`src/rtl/cov_skew_feeder_if.sv`:
```
// Snapshot-in / skewed-edge-out bundle of the covariance array feeder.
// The master side supplies snapshots and observes the skewed edge lanes.
// The slave side is the feeder itself.
interface cov_skew_feeder_if #(
  parameter int NUM_CH     = 4,
  parameter int DATA_WIDTH = 16
);
  logic                         s_valid;
  logic                         s_ready;
  logic [NUM_CH*DATA_WIDTH-1:0] s_data_q;
  logic [NUM_CH*DATA_WIDTH-1:0] s_data_i;
  logic [NUM_CH*DATA_WIDTH-1:0] edge_q;
  logic [NUM_CH*DATA_WIDTH-1:0] edge_i;
  logic [NUM_CH-1:0]            finish;
  logic                         busy;
  logic                         frame_done;

  modport master (
    output s_valid, s_data_q, s_data_i,
    input  s_ready, edge_q, edge_i, finish, busy, frame_done
  );

  modport slave (
    input  s_valid, s_data_q, s_data_i,
    output s_ready, edge_q, edge_i, finish, busy, frame_done
  );
endinterface

```
`src/rtl/cov_skew_feeder.sv`:
```
// Covariance array feeder: counts 2^SAMPLES_BITS snapshots per frame and
// re-emits channel k delayed by k extra cycles. This forms the diagonal
// wavefront the systolic PEs expect. Each lane carries a finish tag on its
// last sample. Zeros are driven whenever no sample is present.
module cov_skew_feeder #(
  parameter int NUM_CH       = 4,
  parameter int DATA_WIDTH   = 16,
  parameter int SAMPLES_BITS = 4
) (
  input  logic             clk,
  input  logic             rst,
  cov_skew_feeder_if.slave bus
);

  localparam int VW    = NUM_CH * DATA_WIDTH;
  localparam int CNT_W = (SAMPLES_BITS > 0) ? SAMPLES_BITS : 1;
  localparam int FL_W  = (NUM_CH > 2) ? $clog2(NUM_CH) : 1;

  // With SAMPLES_BITS=0 the counter never leaves 0, so every accept is the last.
  localparam logic [CNT_W-1:0] CNT_LAST = (SAMPLES_BITS > 0) ? {CNT_W{1'b1}} : '0;
  localparam logic [FL_W-1:0]  FL_LOAD  = FL_W'(NUM_CH - 1);
  localparam logic [FL_W-1:0]  FL_ONE   = FL_W'(1);

  typedef enum logic [1:0] {
    IDLE   = 2'd0,
    STREAM = 2'd1,
    FLUSH  = 2'd2
  } state_t;

  state_t           state, state_nxt;
  logic [CNT_W-1:0] cnt, cnt_nxt;
  logic [FL_W-1:0]  fcnt, fcnt_nxt;
  logic             ready, busy, done;
  logic             accept, last_acc;

  // Common input register: captured snapshot, or zeros on gap/flush cycles.
  logic [VW-1:0]    q_p0, i_p0;
  logic             tag_p0;

  // Control registers: frame state, sample counter, flush countdown.
  always_ff @(posedge clk or posedge rst) begin
    if (rst) begin
      state <= IDLE;
      cnt   <= '0;
      fcnt  <= '0;
    end else begin
      state <= state_nxt;
      cnt   <= cnt_nxt;
      fcnt  <= fcnt_nxt;
    end
  end

  // Next-state, handshake and status decode; ready depends on state only.
  always_comb begin
    state_nxt = state;
    cnt_nxt   = cnt;
    fcnt_nxt  = fcnt;
    ready     = (state != FLUSH);
    busy      = (state != IDLE);
    done      = 1'b0;
    accept    = bus.s_valid && ready;
    last_acc  = accept && (cnt == CNT_LAST);

    case (state)
      IDLE, STREAM: begin
        if (last_acc) begin
          state_nxt = FLUSH;
          cnt_nxt   = '0;
          fcnt_nxt  = FL_LOAD;
        end else if (accept) begin
          state_nxt = STREAM;
          cnt_nxt   = cnt + 1'b1;
        end
      end
      FLUSH: begin
        // Lane NUM_CH-1 still has its last sample in flight. It leaves on the
        // cycle after this countdown ends, which is when s_ready returns.
        fcnt_nxt = fcnt - 1'b1;
        if (fcnt == FL_ONE) begin
          done      = 1'b1;
          state_nxt = IDLE;
        end
      end
      default: begin
        state_nxt = IDLE;
        cnt_nxt   = '0;
        fcnt_nxt  = '0;
      end
    endcase
  end

  assign bus.s_ready    = ready;
  assign bus.busy       = busy;
  assign bus.frame_done = done;

  // Stage p0: register the accepted snapshot (or zeros) and the last-sample tag.
  always_ff @(posedge clk or posedge rst) begin
    if (rst) begin
      q_p0   <= '0;
      i_p0   <= '0;
      tag_p0 <= 1'b0;
    end else begin
      q_p0   <= accept ? bus.s_data_q : '0;
      i_p0   <= accept ? bus.s_data_i : '0;
      tag_p0 <= last_acc;
    end
  end

  // Lane 0 comes straight from the input register; lane k adds k stages.
  generate
    for (genvar k = 0; k < NUM_CH; k++) begin : g_lane
      if (k == 0) begin : g_direct
        assign bus.edge_q[0 +: DATA_WIDTH] = q_p0[0 +: DATA_WIDTH];
        assign bus.edge_i[0 +: DATA_WIDTH] = i_p0[0 +: DATA_WIDTH];
        assign bus.finish[0]               = tag_p0;
      end else begin : g_delay
        logic signed [DATA_WIDTH-1:0] q_p1 [k];
        logic signed [DATA_WIDTH-1:0] i_p1 [k];
        logic                         fin_p1 [k];

        // Stages p1..pk: k-deep shift of this channel's I/Q and its finish tag.
        always_ff @(posedge clk or posedge rst) begin
          if (rst) begin
            for (int j = 0; j < k; j++) begin
              q_p1[j]   <= '0;
              i_p1[j]   <= '0;
              fin_p1[j] <= 1'b0;
            end
          end else begin
            q_p1[0]   <= q_p0[k*DATA_WIDTH +: DATA_WIDTH];
            i_p1[0]   <= i_p0[k*DATA_WIDTH +: DATA_WIDTH];
            fin_p1[0] <= tag_p0;
            for (int j = 1; j < k; j++) begin
              q_p1[j]   <= q_p1[j-1];
              i_p1[j]   <= i_p1[j-1];
              fin_p1[j] <= fin_p1[j-1];
            end
          end
        end

        assign bus.edge_q[k*DATA_WIDTH +: DATA_WIDTH] = q_p1[k-1];
        assign bus.edge_i[k*DATA_WIDTH +: DATA_WIDTH] = i_p1[k-1];
        assign bus.finish[k]                          = fin_p1[k-1];
      end
    end
  endgenerate

endmodule

```
`src/flat_wrapper.sv`:
```
// flat-port wrapper written by rule: the top's interface ports become plain ports
module cov_skew_feeder_flat 
#(
  parameter int NUM_CH       = 4,
  parameter int DATA_WIDTH   = 16,
  parameter int SAMPLES_BITS = 4
)
  (clk, rst, bus_s_valid, bus_s_data_q, bus_s_data_i, bus_s_ready, bus_edge_q, bus_edge_i, bus_finish, bus_busy, bus_frame_done);
  cov_skew_feeder_if #(.NUM_CH(NUM_CH), .DATA_WIDTH(DATA_WIDTH)) bus_i ();
  input  logic clk;
  input  logic rst;
  input wire logic [$bits(bus_i.s_valid)-1:0] bus_s_valid;
  input wire logic [$bits(bus_i.s_data_q)-1:0] bus_s_data_q;
  input wire logic [$bits(bus_i.s_data_i)-1:0] bus_s_data_i;
  output wire logic [$bits(bus_i.s_ready)-1:0] bus_s_ready;
  output wire logic [$bits(bus_i.edge_q)-1:0] bus_edge_q;
  output wire logic [$bits(bus_i.edge_i)-1:0] bus_edge_i;
  output wire logic [$bits(bus_i.finish)-1:0] bus_finish;
  output wire logic [$bits(bus_i.busy)-1:0] bus_busy;
  output wire logic [$bits(bus_i.frame_done)-1:0] bus_frame_done;
  assign bus_i.s_valid = bus_s_valid;
  assign bus_i.s_data_q = bus_s_data_q;
  assign bus_i.s_data_i = bus_s_data_i;
  assign bus_s_ready = bus_i.s_ready;
  assign bus_edge_q = bus_i.edge_q;
  assign bus_edge_i = bus_i.edge_i;
  assign bus_finish = bus_i.finish;
  assign bus_busy = bus_i.busy;
  assign bus_frame_done = bus_i.frame_done;
  cov_skew_feeder #(.NUM_CH(NUM_CH), .DATA_WIDTH(DATA_WIDTH), .SAMPLES_BITS(SAMPLES_BITS)) u_core (.clk(clk), .rst(rst), .bus(bus_i));
endmodule
```
`config.mk`:
```
export PLATFORM = sky130hd
export DESIGN_NAME = cov_skew_feeder_flat
export DESIGN_NICKNAME = d
export VERILOG_FILES = /design/src/rtl/cov_skew_feeder_if.sv /design/src/rtl/cov_skew_feeder.sv /design/src/flat_wrapper.sv
export SDC_FILE = /design/constraint.sdc
export NUM_CORES = 1
export LEC_CHECK = 0
export BUFFER_PORTS_ARGS = -buffer_cell sky130_fd_sc_hd__buf_2
export CAP_MARGIN = 40
export CORE_AREA = 3 3 189 191
export DETAILED_ROUTE_END_ITERATION = 7
export DIE_AREA = 0 0 192 194
export PLACE_DENSITY_LB_ADDON = 0.25
export SLEW_MARGIN = 20
export SYNTH_ARGS = -nofsm -noshare
export SYNTH_HDL_FRONTEND = slang
export SYNTH_SLANG_ARGS = --single-unit
```
`constraint.sdc`:
```
create_clock -name clk -period 14.45 [get_ports clk]
set_clock_uncertainty 0.1 [all_clocks]
set_input_delay 0 -clock clk [delete_from_list [all_inputs] [get_ports clk]]
set_output_delay 0 -clock clk [all_outputs]
set_load 0.05 [all_outputs]
```
==> metrics.csv <==
metric,value,unit
io pins,266,
Setup WS post-layout,11.42,ns
P&R area growth vs syn,40.0,%
Final period util,20.9,%
Rel. slew slack,49.2,%
post-synthesis sequential area ratio,81.0,%
simple-gate share of the synthesized area,8.73,%
Highest Clock Rate,330,MHz
drt total wl,21.1,mm
vias in the first global route,6145,
Port Buf Inserts,265,
Total GRT Usage,11.3,%
routed length on met2,10.6,mm
Setup CP Type,reg -> reg,
Post-CTS Hold Buffers,179,
H-Tree Depth,2,
CP Capture Type,register,
Avg WL per Cell,14.4,um
count of pins over their slew limit,0,
initial antenna violation count,1,
CP Capture Point,u_core.q_p0[8],
placed cell count,1226,
"Clk pin slew, worst setup/hold paths",0.06,ns
area share of xor/xnor cells in the synthesized design,0.171,%
syn_nets,759,
gp weighted congestion,0.695,
Worst R2R Path Depth,5,
pin count of the biggest net entering global routing,92,
Min Hold Slack,0.158,ns
Tmin final,3.03,ns
status,"complete, no violations",
DP HPWL,12.6,mm
"Max FO, Critical Path",81,
FF-to-FF setup slack,11.42,ns
"Avg Cell Area, Syn",16.4,sq um
CP Cell Sequence,"and2b_4, clkinv_2, buf_4, and3_1, dlygate4sd3_1",
r2r endpoint,u_core.q_p0[8],
vias per cell,3.91,
TritonCTS clock tree,built,
Die H,194,um
Total Neg Setup Slack,0,ns
P per Cell Area,149,mW/mm^2
Setup crit start kind,register,
max layer used,met4,
hold_sp,bus_s_data_q[21],
share of cells above drive strength 1,32.6,%
M1 wire length,8.56,mm
final core occ,41.9,%
max-cap violations,0,
met3 WL,1.25,mm
post-place setup slack,12.00,ns
total power,2.14,mW
Final Hold Fails,0,
RSZ-0062 raised after global routing,no,
worst vdd ir,77.7,uV
DRC,0,
nets,1121,
Leak,7.65,nW
fin area,0.0144,sq mm
"antenna viol nets, final",0,
cts repair resizes,0,
final setup vio count,0,
clk root buf,clkbuf_16,
Synth Register Bits,332,
clock latency on the worst-skew pair,0.50,ns
required time worst endpoint,14.74,ns
Die ar.,0.0372,sq mm
crit path DAT,3.31,ns
post-synthesis mux area share,0.195,%
worst stage delay on the critical path,0.58,ns
Num CTS Buffers,36,
Core Box Area,0.0343,sq mm
placed cell areas,0.0114,sq mm
CTS max path bufs,3,
Die X,192,um
Crit. Startpoint,u_core.state[1],
"Setup Fix Bufs, Post-CTS",0,
Critical-path top delay cell,dfrtp_1,
hold crit path type,in -> reg,
"Cell Area, Synth",0.0103,sq mm
Detailed Route Iter0 Violations,159,
vias,5742,
Syn. warnings,0,
first-pass GRT wire length,33.4,mm
synthesized instance count,626,
post-synthesis adder-cell area fraction,0.244,%
compound-cell area share of the yosys netlist,0.537,%
row count,68,
first drt pass iteration count,4,
worst r2r src,u_core.state[1],
largest family of logic cells by synthesized area,buffers and inverters,
Starting Density,29.9,%
Least-Margin Pin Slew,0.762,ns
CTS Sinks,332,
total gr overflow,0,
final cell count without fillers,1468,
synth unique cells,24,
worst max-delay path, delay by kind of cell (launching register included):
kind          cells  cell delay (ns)
buf+inv           3             1.56
flops             1             0.58
simple gates      2             0.59
cell type report:
class | instances | area (sq um)
Fill cell | 3122 | 19900
Multi-Input combinational cell | 163 | 1010
Clock inverter | 6 | 95.1
Timing Repair Buffer | 452 | 3240
Tap cell | 455 | 569
Inverter | 3 | 20.0
Antenna cell | 1 | 2.50
Clock buffer | 56 | 1110
Sequential cell | 332 | 8310
metal layers:
| layer | GRT usage (%) | vias up |
|---|---|---|
| met5 | 0 | - |
| met4 | 4.45 | 0 |
| met3 | 3.02 | 50 |
| met2 | 19.0 | 167 |
| met1 | 14.0 | 2865 |
| li1 | - | 2660 |
cells by family after synthesis:
family | count (synthesis)
mux | 2
buf+inv | 131
xor+xnor | 2
flops | 332
compound gates | 10
fa+ha+maj | 2
simple gates | 147
cell usage after synthesis:
cell | count | area (sq um)
nor3b_1 | 1 | 7.51
and2b_4 | 1 | 10.0
and3_1 | 128 | 801
buf_2 | 2 | 10.0
and2_1 | 1 | 6.26
nor2b_1 | 1 | 6.26
clkbuf_1 | 18 | 67.6
ha_1 | 2 | 25.0
nor2_1 | 3 | 11.3
mux2i_1 | 2 | 20.0
xor2_1 | 2 | 17.5
nand4_1 | 2 | 12.5
or2_2 | 1 | 6.26
o22ai_1 | 1 | 6.26
inv_2 | 1 | 3.75
buf_6 | 10 | 113
buf_4 | 98 | 736
inv_1 | 2 | 7.51
a21oi_1 | 1 | 5.00
a2bb2oi_1 | 1 | 8.76
nand2_1 | 8 | 30.0
nand3_1 | 1 | 5.00
dfrtp_1 | 332 | 8310
o21ai_0 | 7 | 35.0
layout by cell type (no fill, tap or decap), drive strengths merged:
cell type | Yosys | routed
dfrtp | 332 | 332
buf | 110 | 273
dlygate4sd3 | 0 | 179
and3 | 128 | 128
clkbuf | 18 | 56
nand2 | 8 | 8
o21ai | 7 | 7
clkinv | 0 | 4
nor2 | 3 | 3
inv | 3 | 3
nand4 | 2 | 2
xor2 | 2 | 2
mux2i | 2 | 2
ha | 2 | 2
bufinv | 0 | 2
diode | 0 | 1
and2b | 1 | 1
or2 | 1 | 1
nand3 | 1 | 1
and2 | 1 | 1
nor2b | 1 | 1
a21oi | 1 | 1
o22ai | 1 | 1
a2bb2oi | 1 | 1
nor3b | 1 | 1
registers in the layout, indices dropped and copies added, names as in the netlist:
register                      flops
u_core.bus.edge_i                32
u_core.bus.edge_q                32
u_core.bus.finish                 2
u_core.cnt                        4
u_core.fcnt                       2
u_core.g_lane.g_delay.fin_p1      1
u_core.g_lane.g_delay.i_p1       64
u_core.g_lane.g_delay.q_p1       64
u_core.i_p0                      64
u_core.q_p0                      64
u_core.state                      2
u_core.tag_p0                     1
how the worst min path moves through the flow:
stage / slack [ns] / depth (start not counted) / to
2_1_floorplan: 0.05 / 1 / u_core.i_p0[0]
3_3_place_gp: 0.13 / 2 / u_core.q_p0[23]
3_5_place_dp: -0.12 / 2 / u_core.g_lane[1].g_delay.i_p1[6]
4_1_cts: 0.13 / 3 / u_core.q_p0[21]
5_1_grt: 0.14 / 3 / u_core.q_p0[23]
6_report: 0.16 / 3 / u_core.q_p0[21]
where the power goes:
| group | internal (mW) | switching (mW) | total, mW |
|---|---|---|---|
| sequential | 0.986 | 0.0204 | 1.01 |
| combinational | 0.0814 | 0.135 | 0.217 |
| clock | 0.563 | 0.349 | 0.912 |
Note: power is estimated with default switching activity, not from simulation.
